**src/rtl/signed_multiplier_pkg.sv**
```systemverilog
`default_nettype none
// ============================================================================
// signed_multiplier_pkg
// Shared datapath types, default width and two's-complement helpers.
// Revision: 1.0
// ============================================================================
package signed_multiplier_pkg;

   localparam int W_DEFAULT = 16;
   // Helpers work on this width; callers zero-extend and keep the low bits.
   localparam int NEG_W     = 64;

   typedef enum logic [1:0] {
      ST_IDLE = 2'd0,
      ST_CALC = 2'd1,
      ST_HOLD = 2'd2
   } state_e;

   function automatic logic [NEG_W-1:0] twos_negate(input logic [NEG_W-1:0] x);
      return ~x + {{(NEG_W-1){1'b0}}, 1'b1};
   endfunction

   function automatic logic [NEG_W-1:0] twos_mag(input logic [NEG_W-1:0] x,
                                                 input logic             sign);
      return sign ? twos_negate(x) : x;
   endfunction

endpackage
`default_nettype wire

```
**src/rtl/signed_multiplier_if.sv**
```systemverilog
`default_nettype none
// ============================================================================
// signed_multiplier_if
// Operand (a, b) and result (dout) stream channels of the multiplier.
// Revision: 1.0
// ============================================================================
interface signed_multiplier_if
   import signed_multiplier_pkg::*;
#(
   parameter int W = W_DEFAULT
);
   logic [W-1:0]   s_axis_a_tdata;
   logic           s_axis_a_tvalid;
   logic           s_axis_a_tready;
   logic [W-1:0]   s_axis_b_tdata;
   logic           s_axis_b_tvalid;
   logic           s_axis_b_tready;
   logic [2*W-1:0] m_axis_dout_tdata;
   logic           m_axis_dout_tvalid;
   logic           m_axis_dout_tready;

   modport slave (
      input  s_axis_a_tdata, s_axis_a_tvalid,
      output s_axis_a_tready,
      input  s_axis_b_tdata, s_axis_b_tvalid,
      output s_axis_b_tready,
      output m_axis_dout_tdata, m_axis_dout_tvalid,
      input  m_axis_dout_tready
   );

   modport master (
      output s_axis_a_tdata, s_axis_a_tvalid,
      input  s_axis_a_tready,
      output s_axis_b_tdata, s_axis_b_tvalid,
      input  s_axis_b_tready,
      input  m_axis_dout_tdata, m_axis_dout_tvalid,
      output m_axis_dout_tready
   );
endinterface
`default_nettype wire

```
**src/rtl/signed_multiplier_twos_abs.sv**
```systemverilog
`default_nettype none
// ============================================================================
// signed_multiplier_twos_abs
// Combinational sign and magnitude of a W-bit two's-complement value.
// Revision: 1.0
// ============================================================================
module signed_multiplier_twos_abs
   import signed_multiplier_pkg::*;
#(
   parameter int W = W_DEFAULT
)(
   input  logic [W-1:0] i_x,
   output logic         o_sign,
   output logic [W-1:0] o_mag
);

   logic [NEG_W-1:0] x_ext;
   logic [NEG_W-1:0] mag_ext;

   always_comb begin
      x_ext          = '0;
      x_ext[W-1:0]   = i_x;
      mag_ext        = twos_mag(x_ext, i_x[W-1]);
   end

   assign o_sign = i_x[W-1];
   // Most negative input yields 2^(W-1), which still fits as W-bit unsigned.
   assign o_mag  = mag_ext[W-1:0];

   generate
      if (W < NEG_W) begin : g_hi_unused
         logic unused_hi;
         assign unused_hi = ^mag_ext[NEG_W-1:W];
      end
   endgenerate

endmodule
`default_nettype wire

```
**src/rtl/signed_multiplier.sv**
```systemverilog
`default_nettype none
// ============================================================================
// signed_multiplier
// Sequential signed WxW multiplier: magnitudes, W-step shift-add, sign restore.
// Revision: 1.0
// ============================================================================
module signed_multiplier
   import signed_multiplier_pkg::*;
#(
   parameter int W = W_DEFAULT
)(
   input  logic                aclk,
   input  logic                rst,
   signed_multiplier_if.slave  axis
);

   localparam int P_W   = 2 * W;
   localparam int CNT_W = $clog2(W);

   state_e           state_q,  state_d;
   logic [W-1:0]     a_mag_q,  a_mag_d;
   logic [W-1:0]     b_mag_q,  b_mag_d;
   logic             neg_q,    neg_d;
   logic [P_W-1:0]   acc_q,    acc_d;
   logic [CNT_W-1:0] cnt_q,    cnt_d;
   logic [P_W-1:0]   tdata_q,  tdata_d;
   logic             tvalid_q, tvalid_d;
   logic             ready_q,  ready_d;

   logic             a_sign, b_sign;
   logic [W-1:0]     a_mag,  b_mag;
   logic [P_W-1:0]   addend;
   logic [P_W-1:0]   acc_sum;
   logic [NEG_W-1:0] sum_ext;
   logic [NEG_W-1:0] sum_neg;
   logic [P_W-1:0]   result;

   signed_multiplier_twos_abs #(.W(W)) u_abs_a (
      .i_x    (axis.s_axis_a_tdata),
      .o_sign (a_sign),
      .o_mag  (a_mag)
   );

   signed_multiplier_twos_abs #(.W(W)) u_abs_b (
      .i_x    (axis.s_axis_b_tdata),
      .o_sign (b_sign),
      .o_mag  (b_mag)
   );

   always_comb begin
      addend             = b_mag_q[cnt_q] ? ({{W{1'b0}}, a_mag_q} << cnt_q) : '0;
      acc_sum            = acc_q + addend;
      sum_ext            = '0;
      sum_ext[P_W-1:0]   = acc_sum;
      sum_neg            = twos_negate(sum_ext);
      // Zero product keeps a positive sign so -0 never appears.
      result             = (neg_q && (acc_sum != '0)) ? sum_neg[P_W-1:0] : acc_sum;
   end

   generate
      if (P_W < NEG_W) begin : g_res_unused
         logic unused_hi;
         assign unused_hi = ^sum_neg[NEG_W-1:P_W];
      end
   endgenerate

   always_comb begin
      state_d  = state_q;
      a_mag_d  = a_mag_q;
      b_mag_d  = b_mag_q;
      neg_d    = neg_q;
      acc_d    = acc_q;
      cnt_d    = cnt_q;
      tdata_d  = tdata_q;
      tvalid_d = tvalid_q;
      ready_d  = ready_q;

      case (state_q)
         ST_IDLE: begin
            // Join: both operand channels must be valid on the same edge.
            if (axis.s_axis_a_tvalid && axis.s_axis_b_tvalid) begin
               a_mag_d = a_mag;
               b_mag_d = b_mag;
               neg_d   = a_sign ^ b_sign;
               acc_d   = '0;
               cnt_d   = '0;
               ready_d = 1'b0;
               state_d = ST_CALC;
            end
         end
         ST_CALC: begin
            acc_d = acc_sum;
            cnt_d = cnt_q + 1'b1;
            if (cnt_q == CNT_W'(W - 1)) begin
               tdata_d  = result;
               tvalid_d = 1'b1;
               state_d  = ST_HOLD;
            end
         end
         ST_HOLD: begin
            if (axis.m_axis_dout_tready) begin
               tvalid_d = 1'b0;
               ready_d  = 1'b1;
               state_d  = ST_IDLE;
            end
         end
         default: begin
            state_d = ST_IDLE;
         end
      endcase
   end

   always_ff @(posedge aclk) begin
      if (rst) begin
         state_q  <= ST_IDLE;
         a_mag_q  <= '0;
         b_mag_q  <= '0;
         neg_q    <= 1'b0;
         acc_q    <= '0;
         cnt_q    <= '0;
         tdata_q  <= '0;
         tvalid_q <= 1'b0;
         ready_q  <= 1'b1;
      end else begin
         state_q  <= state_d;
         a_mag_q  <= a_mag_d;
         b_mag_q  <= b_mag_d;
         neg_q    <= neg_d;
         acc_q    <= acc_d;
         cnt_q    <= cnt_d;
         tdata_q  <= tdata_d;
         tvalid_q <= tvalid_d;
         ready_q  <= ready_d;
      end
   end

   assign axis.s_axis_a_tready    = ready_q;
   assign axis.s_axis_b_tready    = ready_q;
   assign axis.m_axis_dout_tdata  = tdata_q;
   assign axis.m_axis_dout_tvalid = tvalid_q;

endmodule
`default_nettype wire

```
**src/flat_wrapper.sv**
```systemverilog
// flat-port wrapper written by rule: the top's interface ports become plain ports
module signed_multiplier_flat import signed_multiplier_pkg::*;
#(
   parameter int W = W_DEFAULT
)
  (aclk, rst, axis_s_axis_a_tdata, axis_s_axis_a_tvalid, axis_s_axis_a_tready, axis_s_axis_b_tdata, axis_s_axis_b_tvalid, axis_s_axis_b_tready, axis_m_axis_dout_tdata, axis_m_axis_dout_tvalid, axis_m_axis_dout_tready);
  signed_multiplier_if #(.W(W)) axis_i ();
  input  logic aclk;
  input  logic rst;
  input wire logic [$bits(axis_i.s_axis_a_tdata)-1:0] axis_s_axis_a_tdata;
  input wire logic [$bits(axis_i.s_axis_a_tvalid)-1:0] axis_s_axis_a_tvalid;
  output wire logic [$bits(axis_i.s_axis_a_tready)-1:0] axis_s_axis_a_tready;
  input wire logic [$bits(axis_i.s_axis_b_tdata)-1:0] axis_s_axis_b_tdata;
  input wire logic [$bits(axis_i.s_axis_b_tvalid)-1:0] axis_s_axis_b_tvalid;
  output wire logic [$bits(axis_i.s_axis_b_tready)-1:0] axis_s_axis_b_tready;
  output wire logic [$bits(axis_i.m_axis_dout_tdata)-1:0] axis_m_axis_dout_tdata;
  output wire logic [$bits(axis_i.m_axis_dout_tvalid)-1:0] axis_m_axis_dout_tvalid;
  input wire logic [$bits(axis_i.m_axis_dout_tready)-1:0] axis_m_axis_dout_tready;
  assign axis_i.s_axis_a_tdata = axis_s_axis_a_tdata;
  assign axis_i.s_axis_a_tvalid = axis_s_axis_a_tvalid;
  assign axis_s_axis_a_tready = axis_i.s_axis_a_tready;
  assign axis_i.s_axis_b_tdata = axis_s_axis_b_tdata;
  assign axis_i.s_axis_b_tvalid = axis_s_axis_b_tvalid;
  assign axis_s_axis_b_tready = axis_i.s_axis_b_tready;
  assign axis_m_axis_dout_tdata = axis_i.m_axis_dout_tdata;
  assign axis_m_axis_dout_tvalid = axis_i.m_axis_dout_tvalid;
  assign axis_i.m_axis_dout_tready = axis_m_axis_dout_tready;
  signed_multiplier #(.W(W)) u_core (.aclk(aclk), .rst(rst), .axis(axis_i));
endmodule
```
**config.mk**
```make
export PLATFORM = sky130hd
export DESIGN_NAME = signed_multiplier_flat
export DESIGN_NICKNAME = d
export VERILOG_FILES = /design/src/rtl/signed_multiplier_pkg.sv /design/src/rtl/signed_multiplier_if.sv /design/src/rtl/signed_multiplier_twos_abs.sv /design/src/rtl/signed_multiplier.sv /design/src/flat_wrapper.sv
export SDC_FILE = /design/constraint.sdc
export NUM_CORES = 1
export LEC_CHECK = 0
export ABC_AREA = 1
export CAP_MARGIN = 30
export CORE_MARGIN = 5
export CORE_UTILIZATION = 50
export CTS_CLUSTER_SIZE = 14
export DETAILED_ROUTE_END_ITERATION = 7
export PLACE_DENSITY = 0.79
export SYNTH_ARGS = -nofsm -noshare
export SYNTH_HDL_FRONTEND = slang
export SYNTH_SLANG_ARGS = --single-unit
```
**constraint.sdc**
```tcl
create_clock -name aclk -period 5.39 [get_ports aclk]
set_clock_uncertainty 0.05 [all_clocks]
set_input_delay 0.8085 -clock aclk [delete_from_list [all_inputs] [get_ports aclk]]
set_output_delay 0.8085 -clock aclk [all_outputs]
set_load 0.1 [all_outputs]
```
==> out/metrics.cfg <==
[run_status]
outcome=complete, no violations

[power_and_ir_drop]
p_comb_frac=0.241
powerDensity_mw_per_mm2=187
p_switching_mw=0.692
switching_share=0.349
p_leak_nw=5.44
seqPwrFrac=0.410
clock_power_share=0.349
power.internal_mw=1.29
peakVddDrop_v=0.000133

[routing]
detail_route.first_pass.iterations=6
vias=10443
wl_per_cell_um=14.8
drc=0
drtIter0Drc=759
ant_nets=0
via_per_inst=5.29
wirelength_um=29300

[final_layout]
fin_nets=1808
drive_gt1_frac=0.0500
synthToLayoutAreaGrowth_pct=12.8
antenna_cells=0
final_cell_area_mm2=0.0106

[synthesis]
synth_edf_count=0
synthCells=1695
synth-seq-cells=105
synth.top_cells.by_area=nand2_1 24%, dfxtp_1 22%, inv_1 10%
synth_most_common_cell=nand2_1
ys_warn_count=0
avgSynthCellArea_um2=5.53
ys_seq_area_frac=0.224
syn_nets=1768
yosys.area.top_type_share=0.238
synthArstFlopShare=0
synth_cell_types=43
synth_ff_type=dfxtp_1
syn_area_mm2=0.00938
synth_area_leader_cell=nand2_1
synth.top_cells.by_count=595 x nand2_1, 253 x inv_1, 177 x nor2_1

[sta]
finalSetupViolCount=0
rsz0062_at_grt=false
hold_viol=0
final.setup.tns_ns=0
min_period_ns=4.82
max_freq_ghz=0.207
period_share=0.894
tightest_slew_ns=1.02
slew_violations=0
slew_headroom=0.320

[min_path]
hold_class=reg2reg

[setup_path]
required_ns=5.62
critPathArrivalTime_ns=5.06
start_kind=flip-flop
worst-path-max-fanout=28
end_kind=flip-flop
slowest_stage=dfxtp_1
cp_slowest_stage_delay_ns=0.48
crit_top_cell=nand2_1
path_class=reg2reg

[placement]
placed_cell_area_mm2=0.0103
portBuffers=71
hpwl_um=23300
place_congestion=0.981

[clocking]
ctsLongestPathBuffers=2
cts_tree=done
numCtsBuffers=9
cts_sinks=105
clk_latency_ns=0.38
cts-root-buf=clkbuf_16
clkTransAtPathRegs_ns=0.09
post_cts_buffers=0
htree_levels=3

[global_route]
grt-ovfl-total=0
grt_max_degree=65
antenna_found_initial=0
track_usage=0.266
grt_pass1_wl_um=47100
first_global_vias=9542

[die]
die_h_um=147
rows=50
core-area_mm2=0.0186
start_util=0.505
die_x_um=147
fp.dieArea_mm2=0.0216
ios=72

[run]
drv_cap=0

## routing by layer
| layer | wire [um] | global-route usage | vias up | part of all wire |
|---|---|---|---|---|
| met3 | 1290 | 0.0327 | 52 | 0.044 |
| met2 | 14100 | 0.472 | 289 | 0.48 |
| met5 | 0 | 0 | - | 0 |
| met1 | 13100 | 0.334 | 4695 | 0.45 |
| met4 | 862 | 0.0876 | 0 | 0.029 |
| li1 | - | - | 5407 | - |
## through the flow
step	util	instances	hold WS (ns)	worst slack [ns]	power [mW]
2_1_floorplan	-	1695	0.395	1.52	1.17
3_3_place_gp	0.551	1957	0.406	0.674	1.29
3_5_place_dp	0.553	1958	0.404	0.670	1.30
4_1_cts	0.569	1974	0.417	0.631	1.98
5_1_grt	0.569	1974	0.434	0.0144	2.08
6_report	0.569	1974	0.421	0.570	1.98
## final cells by class
cell class / instances / area [um^2]
tap: 234 / 293
multi-input combinational: 1269 / 6040
clock inverter: 7 / 75.1
fill: 1927 / 8000
inverter: 262 / 988
clock buffer: 9 / 225
timing repair buffer: 88 / 853
sequential: 105 / 2100
## timing repair
action / CTS / global route
setup endpoints to repair: 0 / 4
hold buffers: 0 / 0
gates resized for setup: 0 / 1
## critical path, delay by kind of cell (launching register included)
kind	cells	cell delay, ns
adders and majority gates	1	0.39
buffers and inverters	5	0.68
AOI/OAI and AO/OA	4	0.98
muxes	1	0.19
and+or+nand+nor	20	1.94
DFF	1	0.48
## power by group through the flow
stage | registers, mW | logic [mW] | clock network [mW]
2_1_floorplan | 0.827 | 0.342 | 0
3_3_place_gp | 0.830 | 0.462 | 0
3_5_place_dp | 0.830 | 0.468 | 0
4_1_cts | 0.812 | 0.472 | 0.701
5_1_grt | 0.815 | 0.534 | 0.733
6_report | 0.812 | 0.478 | 0.691
## worst paths after layout
kind	from	to	slack, ns	depth (start not counted)
max reg2reg	u_core.cnt_q[0]	u_core.axis.m_axis_dout_tdata[22]	0.57	31
min	u_core.axis.m_axis_dout_tdata[1]	u_core.axis.m_axis_dout_tdata[1]	0.42	2
max	u_core.cnt_q[0]	u_core.axis.m_axis_dout_tdata[22]	0.57	31
min reg2reg	u_core.axis.m_axis_dout_tdata[1]	u_core.axis.m_axis_dout_tdata[1]	0.42	2
## sequential cells by signal, summed over array words and instances, names as in the netlist
signal                          cells
u_core.acc_q                       32
u_core.axis.m_axis_dout_tdata      32
u_core.a_mag_q                     16
u_core.b_mag_q                     16
u_core.cnt_q                        4
u_core.state_q                      2
u_core.axis.m_axis_dout_tvalid      1
u_core.axis.s_axis_a_tready         1
u_core.neg_q                        1
## placed cells by master (no fill, tap or decap), types with 9 or more instances in the layout
cell,count
inv_1,253
nand2_1,595
xnor2_1,10
o21ai_0,97
nand4_1,20
o221ai_1,15
xor2_1,20
nor2_2,13
nand3_1,115
buf_4,16
a21oi_1,81
dfxtp_1,105
nand2_2,14
clkbuf_16,9
nor3_1,30
ha_1,35
clkdlybuf4s50_1,70
nor2_1,175
## kinds of logic (layout without fill, tap and decap cells)
| family | after synthesis | count (layout) | synth area share |
|---|---|---|---|
| xor+xnor | 30 | 30 | 0.0280 |
| flops | 105 | 105 | 0.224 |
| mux | 2 | 2 | 0.00213 |
| simple gates | 990 | 990 | 0.441 |
| compound gates | 211 | 211 | 0.123 |
| fa+ha+maj | 36 | 36 | 0.0488 |
| buf+inv | 321 | 366 | 0.133 |
Note: power is estimated with default switching activity, not from simulation.
